<file path="src/rtl/hazard_ctrl_if.sv">
// Pipeline <-> hazard controller bundle: ID/EX/MEM status in, stall/flush/forward controls out.
interface hazard_ctrl_if #(
  parameter int REG_AW = 3,
  parameter int CNT_W  = 16
);
  logic              id_valid;
  logic [REG_AW-1:0] id_rs1;
  logic [REG_AW-1:0] id_rs2;
  logic              id_use_rs2;
  logic              id_is_mul;
  logic              ex_valid;
  logic [REG_AW-1:0] ex_rd;
  logic              ex_reg_write;
  logic              ex_mem_read;
  logic              ex_branch_taken;
  logic [REG_AW-1:0] mem_rd;
  logic              mem_reg_write;

  logic              stall;
  logic              id_stall;
  logic              bubble_ex;
  logic              ex_hold;
  logic              flush_id;
  logic              pc_redirect;
  logic [1:0]        fwd_a;
  logic [1:0]        fwd_b;
  logic              mul_busy;
  logic [CNT_W-1:0]  stall_count;

  modport master (
    output id_valid, id_rs1, id_rs2, id_use_rs2, id_is_mul,
           ex_valid, ex_rd, ex_reg_write, ex_mem_read, ex_branch_taken,
           mem_rd, mem_reg_write,
    input  stall, id_stall, bubble_ex, ex_hold, flush_id, pc_redirect,
           fwd_a, fwd_b, mul_busy, stall_count
  );

  modport slave (
    input  id_valid, id_rs1, id_rs2, id_use_rs2, id_is_mul,
           ex_valid, ex_rd, ex_reg_write, ex_mem_read, ex_branch_taken,
           mem_rd, mem_reg_write,
    output stall, id_stall, bubble_ex, ex_hold, flush_id, pc_redirect,
           fwd_a, fwd_b, mul_busy, stall_count
  );
endinterface

</file>
<file path="src/rtl/hazard_ctrl.sv">
// 5-stage pipeline hazard controller: branch squash, load-use stall, multi-cycle
// multiply sequencing, operand forwarding selects and a saturating stall counter.
module hazard_fwd_sel #(
  parameter int REG_AW = 3
) (
  input  logic              use_rs,
  input  logic [REG_AW-1:0] rs,
  input  logic              ex_valid,
  input  logic              ex_reg_write,
  input  logic              ex_mem_read,
  input  logic [REG_AW-1:0] ex_rd,
  input  logic              mem_reg_write,
  input  logic [REG_AW-1:0] mem_rd,
  output logic [1:0]        sel
);
  logic ex_hit, mem_hit;

  // Loads in EX have no result yet; those are covered by the load-use stall.
  assign ex_hit  = ex_valid & ex_reg_write & ~ex_mem_read & (ex_rd != '0) & (ex_rd == rs);
  assign mem_hit = mem_reg_write & (mem_rd != '0) & (mem_rd == rs);

  always_comb begin
    sel = 2'b00;
    if (use_rs) begin
      if (ex_hit)       sel = 2'b01;
      else if (mem_hit) sel = 2'b10;
    end
  end
endmodule

module hazard_ctrl #(
  parameter int REG_AW     = 3,
  parameter int MUL_CYCLES = 4,
  parameter int CNT_W      = 16
) (
  input logic           clk,
  input logic           rstn,
  hazard_ctrl_if.slave  hz
);
  localparam int              MCW      = $clog2(MUL_CYCLES);
  localparam logic [MCW-1:0]  MUL_LOAD = MCW'(MUL_CYCLES - 1);

  typedef enum logic {RUN, MUL} state_t;

  state_t           state;
  logic [MCW-1:0]   mul_cnt;
  logic [CNT_W-1:0] cnt_q;

  logic load_use, branch, mul_start;
  logic stall, id_stall, bubble_ex, ex_hold, flush_id, pc_redirect, mul_busy;

  assign load_use = hz.id_valid & hz.ex_valid & hz.ex_mem_read & hz.ex_reg_write &
                    (hz.ex_rd != '0) &
                    ((hz.ex_rd == hz.id_rs1) | (hz.id_use_rs2 & (hz.ex_rd == hz.id_rs2)));
  assign branch    = hz.ex_valid & hz.ex_branch_taken;
  // A squashed or stalled ID multiply must not enter EX.
  assign mul_start = ~branch & ~load_use & hz.id_valid & hz.id_is_mul;

  always_comb begin
    stall       = 1'b0;
    id_stall    = 1'b0;
    bubble_ex   = 1'b0;
    ex_hold     = 1'b0;
    flush_id    = 1'b0;
    pc_redirect = 1'b0;
    mul_busy    = 1'b0;
    if (state == MUL) begin
      stall    = 1'b1;
      id_stall = 1'b1;
      ex_hold  = 1'b1;
      mul_busy = 1'b1;
    end else if (branch) begin
      pc_redirect = 1'b1;
      flush_id    = 1'b1;
      bubble_ex   = 1'b1;
    end else if (load_use) begin
      stall     = 1'b1;
      id_stall  = 1'b1;
      bubble_ex = 1'b1;
    end
  end

  // MUL covers the MUL_CYCLES-1 cycles after the multiply's first EX cycle.
  always_ff @(posedge clk or negedge rstn) begin
    if (!rstn) begin
      state   <= RUN;
      mul_cnt <= '0;
    end else begin
      case (state)
        RUN: if (mul_start) begin
          state   <= MUL;
          mul_cnt <= MUL_LOAD;
        end
        MUL: begin
          mul_cnt <= mul_cnt - 1'b1;
          if (mul_cnt == MCW'(1)) state <= RUN;
        end
        default: state <= RUN;
      endcase
    end
  end

  always_ff @(posedge clk or negedge rstn) begin
    if (!rstn)                      cnt_q <= '0;
    else if (stall && cnt_q != '1)  cnt_q <= cnt_q + 1'b1;
  end

  logic [1:0][REG_AW-1:0] rs;
  logic [1:0]             use_rs;
  logic [1:0][1:0]        sel;

  assign rs     = {hz.id_rs2, hz.id_rs1};
  assign use_rs = {hz.id_use_rs2, 1'b1};

  for (genvar i = 0; i < 2; i++) begin : g_fwd
    hazard_fwd_sel #(.REG_AW(REG_AW)) u_fwd (
      .use_rs        (use_rs[i]),
      .rs            (rs[i]),
      .ex_valid      (hz.ex_valid),
      .ex_reg_write  (hz.ex_reg_write),
      .ex_mem_read   (hz.ex_mem_read),
      .ex_rd         (hz.ex_rd),
      .mem_reg_write (hz.mem_reg_write),
      .mem_rd        (hz.mem_rd),
      .sel           (sel[i])
    );
  end

  assign hz.stall       = stall;
  assign hz.id_stall    = id_stall;
  assign hz.bubble_ex   = bubble_ex;
  assign hz.ex_hold     = ex_hold;
  assign hz.flush_id    = flush_id;
  assign hz.pc_redirect = pc_redirect;
  assign hz.mul_busy    = mul_busy;
  assign hz.fwd_a       = sel[0];
  assign hz.fwd_b       = sel[1];
  assign hz.stall_count = cnt_q;
endmodule

</file>
<file path="src/flat_wrapper.sv">
// flat-port wrapper written by rule: the top's interface ports become plain ports
module hazard_ctrl_flat 
#(
  parameter int REG_AW     = 3,
  parameter int MUL_CYCLES = 4,
  parameter int CNT_W      = 16
)
  (clk, rstn, hz_id_valid, hz_id_rs1, hz_id_rs2, hz_id_use_rs2, hz_id_is_mul, hz_ex_valid, hz_ex_rd, hz_ex_reg_write, hz_ex_mem_read, hz_ex_branch_taken, hz_mem_rd, hz_mem_reg_write, hz_stall, hz_id_stall, hz_bubble_ex, hz_ex_hold, hz_flush_id, hz_pc_redirect, hz_fwd_a, hz_fwd_b, hz_mul_busy, hz_stall_count);
  hazard_ctrl_if #(.REG_AW(REG_AW), .CNT_W(CNT_W)) hz_i ();
  input logic clk;
  input logic rstn;
  input wire logic [$bits(hz_i.id_valid)-1:0] hz_id_valid;
  input wire logic [$bits(hz_i.id_rs1)-1:0] hz_id_rs1;
  input wire logic [$bits(hz_i.id_rs2)-1:0] hz_id_rs2;
  input wire logic [$bits(hz_i.id_use_rs2)-1:0] hz_id_use_rs2;
  input wire logic [$bits(hz_i.id_is_mul)-1:0] hz_id_is_mul;
  input wire logic [$bits(hz_i.ex_valid)-1:0] hz_ex_valid;
  input wire logic [$bits(hz_i.ex_rd)-1:0] hz_ex_rd;
  input wire logic [$bits(hz_i.ex_reg_write)-1:0] hz_ex_reg_write;
  input wire logic [$bits(hz_i.ex_mem_read)-1:0] hz_ex_mem_read;
  input wire logic [$bits(hz_i.ex_branch_taken)-1:0] hz_ex_branch_taken;
  input wire logic [$bits(hz_i.mem_rd)-1:0] hz_mem_rd;
  input wire logic [$bits(hz_i.mem_reg_write)-1:0] hz_mem_reg_write;
  output wire logic [$bits(hz_i.stall)-1:0] hz_stall;
  output wire logic [$bits(hz_i.id_stall)-1:0] hz_id_stall;
  output wire logic [$bits(hz_i.bubble_ex)-1:0] hz_bubble_ex;
  output wire logic [$bits(hz_i.ex_hold)-1:0] hz_ex_hold;
  output wire logic [$bits(hz_i.flush_id)-1:0] hz_flush_id;
  output wire logic [$bits(hz_i.pc_redirect)-1:0] hz_pc_redirect;
  output wire logic [$bits(hz_i.fwd_a)-1:0] hz_fwd_a;
  output wire logic [$bits(hz_i.fwd_b)-1:0] hz_fwd_b;
  output wire logic [$bits(hz_i.mul_busy)-1:0] hz_mul_busy;
  output wire logic [$bits(hz_i.stall_count)-1:0] hz_stall_count;
  assign hz_i.id_valid = hz_id_valid;
  assign hz_i.id_rs1 = hz_id_rs1;
  assign hz_i.id_rs2 = hz_id_rs2;
  assign hz_i.id_use_rs2 = hz_id_use_rs2;
  assign hz_i.id_is_mul = hz_id_is_mul;
  assign hz_i.ex_valid = hz_ex_valid;
  assign hz_i.ex_rd = hz_ex_rd;
  assign hz_i.ex_reg_write = hz_ex_reg_write;
  assign hz_i.ex_mem_read = hz_ex_mem_read;
  assign hz_i.ex_branch_taken = hz_ex_branch_taken;
  assign hz_i.mem_rd = hz_mem_rd;
  assign hz_i.mem_reg_write = hz_mem_reg_write;
  assign hz_stall = hz_i.stall;
  assign hz_id_stall = hz_i.id_stall;
  assign hz_bubble_ex = hz_i.bubble_ex;
  assign hz_ex_hold = hz_i.ex_hold;
  assign hz_flush_id = hz_i.flush_id;
  assign hz_pc_redirect = hz_i.pc_redirect;
  assign hz_fwd_a = hz_i.fwd_a;
  assign hz_fwd_b = hz_i.fwd_b;
  assign hz_mul_busy = hz_i.mul_busy;
  assign hz_stall_count = hz_i.stall_count;
  hazard_ctrl #(.REG_AW(REG_AW), .MUL_CYCLES(MUL_CYCLES), .CNT_W(CNT_W)) u_core (.clk(clk), .rstn(rstn), .hz(hz_i));
endmodule
</file>
<file path="config.mk">
export PLATFORM = sky130hd
export DESIGN_NAME = hazard_ctrl_flat
export DESIGN_NICKNAME = d
export VERILOG_FILES = /design/src/rtl/hazard_ctrl_if.sv /design/src/rtl/hazard_ctrl.sv /design/src/flat_wrapper.sv
export SDC_FILE = /design/constraint.sdc
export NUM_CORES = 1
export LEC_CHECK = 0
export BUFFER_PORTS_ARGS = -buffer_cell sky130_fd_sc_hd__buf_4
export CAP_MARGIN = 5
export CORE_ASPECT_RATIO = 1.75
export CORE_MARGIN = 5
export CORE_UTILIZATION = 50
export DETAILED_ROUTE_END_ITERATION = 8
export PLACE_DENSITY = 0.9
export SYNTH_ARGS = -nofsm -noshare
export SYNTH_HDL_FRONTEND = slang
export SYNTH_SLANG_ARGS = --single-unit
</file>
<file path="constraint.sdc">
create_clock -name clk -period 2.6 [get_ports clk]
set_clock_uncertainty 0.05 [all_clocks]
set_input_delay 0.26 -clock clk [delete_from_list [all_inputs] [get_ports clk]]
set_output_delay 0.26 -clock clk [all_outputs]
set_load 0.005 [all_outputs]
</file>
==> results.md <==
* Run status: completed
* DP Cell Count at 180
* Wire length of the first global-routing pass at 4.82 mm
* Path type of the worst setup path: input pin to primary output
* Place WS at 0.538 ns
* Highest ir drop seen on vdd at 0.552 mV
* Signed area change from the synthesized netlist to the final layout at 34.1%
* Most frequent standard cell in the layout excluding fill and tap cells: sky130_fd_sc_hd__buf_4
* Max frequency at 0.512 GHz
* Register-to-Register Path Depth at 5
* Tmin final at 1.95 ns
* Chip Width at 46.4 um
* Post-synthesis xor/xnor area fraction at 0.197
* Net count of the finished layout at 185
* Rows at 23
* Max Fanout on Critical Path at 3
* Clock transition time at the flip-flop clock pins of the worst setup and hold paths at 0.06 ns
* EDFF count, synth at 0
* Yosys warning count at 0
* Number of max-capacitance violations reported at 0
* Slowest cell on crit path: sky130_fd_sc_hd__or4b_4
* Worst Max-Slew Pin Slew at 0.370 ns
* Standby leakage power at 0.751 nW
* FFs w/ async S/R, synth at 1.00
* Beginning of the worst register-to-register path: u_core.hz.stall_count[0]
* Clock Latency Late Sink at 0.25 ns
* Clock Tree Root: sky130_fd_sc_hd__clkbuf_8
* Critical Path, Cell by Cell: buf_4 > xor2_1 > or4b_4 > a21oi_1 > a21oi_1 > inv_1 > buf_4
* Final HPWL from detailed placement at 2.41 mm
* Average wire length per cell after detail routing at 16.0 um
* Main flop type after synthesis: sky130_fd_sc_hd__dfrtp_1
* Register Area at 475 um2
* Setup-violating endpoint count in the final report at 0
* Setup slack after layout at 0.646 ns
* Final Hold Violating Endpoints at 0
* Maximum number of pins on one net before global-route repair at 20
* Die height at 73.6 um
* RR Endpoint: u_core.hz.stall_count[1]
* Mapped Avg Cell Area at 10.2 um2
* Initial Utilization at 0.516
* End point of the worst hold path: u_core.mul_cnt[0]
* Post-synthesis compound-gate area fraction at 0.0605
* DRC marker count from the first detailed-route iteration at 18
* Number of filler cells placed in the layout at 190
* Vias post-DR at 1023
* Basic-gate share of the synthesized area counting and, or, nand and nor cells at 0.227
* Cells resized by post-CTS repair at 0
* Core footprint at 2240 um2
* Via density per instance at 5.53
* Gate count of the mapped netlist at 113
* Clock tree from TritonCTS: yes
* Kind of launch point of the worst setup path: input pin
* Buffers on Ports at 48
* Antenna diode instance count at 0
* Main combinational cell family by area after synthesis: simple AND/OR/NAND/NOR gates
* Type of element capturing the critical path: primary output
* Vias in the first global route at 1104
* Register-to-register setup slack at 0.69 ns
* Adder and majority gate portion of the synthesized area at 0.0216
* Number of nets in the synthesized netlist at 137
* Netlist area before placement at 1160 um2
* Hold_ws at 0.283 ns
* Area of the die at 3410 um2
* Remaining max-slew budget at the tightest pin at 0.751
* Number of remaining DRC errors at 0
* Footprint of the multi-input gates at 618 um2
* Total negative setup slack at 0 ns
* Sink count of the clock tree at 19
* RSZ-0062 raised after global routing: no
* Stage delay of the slowest cell on the critical path at 0.56 ns
* Flip-flop and latch count after synthesis at 19
* Total gr overflow at 0
* Final Routed Wirelength at 2.97 mm
* Final period util at 0.751
* Fraction of the yosys area taken by sequential cells at 0.411
* Worst Path Arrival at 1.64 ns
* Cell Count, Final, Fillers Out at 185
* Remaining antenna violation count at 0
* Power density of the placed cells at 709 nW/um2
* Worst min-delay path category: input pin to flip-flop
* Share of post-route cells with drive strength above 1 at 0.369
* Most frequent cells in the layout: sky130_fd_sc_hd__buf_4 (48), sky130_fd_sc_hd__xnor2_1 (22), sky130_fd_sc_hd__dfrtp_1 (19)
* Maximum number of buffers from clock root to sink at 2
* TritonCTS Buffers at 3
* Worst hold stages at 3
* Distinct cell type count after synthesis at 27
* Final count of pins violating max slew at 0
* Clock H-tree levels at 1
* Total global routing track utilization at 0.191
* Number of iterations in the first detailed-routing pass at 4
* Number of antenna violations at the first check in global routing at 0
* Multiplexer share of the synthesized area at 0.0281
* Hold path startpoint: hz_id_valid
* CP Data Required Time at 2.29 ns
* Number of ports placed on the die boundary at 49
* Routability congestion estimate from global placement at 0.855
cell families (layout without fill, tap and decap cells):
| family | count (synthesis) | in the layout |
|---|---|---|
| buffers and inverters | 9 | 56 |
| AOI/OAI and AO/OA | 9 | 9 |
| xor gates and xnor gates | 26 | 26 |
| muxes | 3 | 3 |
| adders and majority gates | 2 | 2 |
| and+or+nand+nor | 45 | 45 |
| DFF | 19 | 19 |
registers in the layout (all words and copies together), names as in the netlist:
| name | cells |
|---|---|
| u_core.state | 1 |
| u_core.hz.stall_count | 16 |
| u_core.mul_cnt | 2 |
critical path: cells and delay by family:
family	cells	cell delay, ns
compound gates	2	0.32
simple gates	1	0.56
xor+xnor	1	0.18
buf+inv	3	0.34
final cells by class:
class | count | area share
inverter | 3 | 0.00726
sequential | 19 | 0.306
clock buffer | 4 | 0.0290
timing repair buffer | 49 | 0.239
multi-input combinational | 85 | 0.398
tap | 25 | 0.0202
metal layers:
layer / up-vias / wire length (um) / global-route usage
li1: 484 / - / -
met1: 476 / 1010 / 0.201
met2: 52 / 1560 / 0.336
met3: 11 / 290 / 0.0294
met4: 0 / 108 / 0.114
met5: - / 0 / 0
worst max path at each step:
stage | slack [ns] | startpoint | to
after floorplan | 0.77 | hz_ex_rd[2] | u_core.hz.stall_count[12]
after global placement | 0.60 | hz_ex_rd[2] | u_core.hz.stall_count[12]
after detailed placement | 0.54 | hz_ex_rd[2] | u_core.hz.stall_count[12]
after CTS | 0.66 | hz_ex_rd[2] | hz_stall
after global routing | 0.59 | hz_ex_rd[2] | hz_bubble_ex
final | 0.65 | hz_ex_rd[2] | hz_stall
per-stage QoR:
stage	power [mW]	utilization	cell area [um2]
4_1_cts	1.11	0.691	1550
5_1_grt	1.18	0.691	1550
6_report	1.10	0.691	1550
3_3_place_gp	0.888	0.667	1500
2_1_floorplan	0.740	-	1160
3_5_place_dp	0.907	0.667	1500
where the power goes:
group          leakage (nW)  switching [mW]  internal (mW)  total [mW]
Sequential            0.247          0.0913          0.367       0.458
Clock                0.0228          0.0909          0.109       0.200
Combinational         0.481           0.193          0.249       0.443
Total                 0.751           0.375          0.725        1.10
repair_timing:
| item | 4_1_cts | 5_1_grt |
|---|---|---|
| hold endpoints to repair | 19 | 0 |
| buffers inserted | 0 | 0 |
| hold buffers | 1 | 0 |
cell usage after synthesis (all sizes together), types with 2 or more instances:
| master | n | area, um2 |
|---|---|---|
| a21oi | 5 | 25.0 |
| and2 | 3 | 18.8 |
| and3 | 5 | 31.3 |
| and4 | 2 | 17.5 |
| buf | 6 | 52.6 |
| dfrtp | 19 | 475 |
| ha | 2 | 25.0 |
| inv | 3 | 11.3 |
| mux2 | 2 | 22.5 |
| nand2 | 7 | 28.8 |
| nand3 | 9 | 45.0 |
| nand4 | 8 | 62.6 |
| nor2 | 6 | 22.5 |
| nor3 | 2 | 10.0 |
| xnor2 | 22 | 193 |
| xor2 | 4 | 35.0 |
Power figures use the tool's default switching activity.
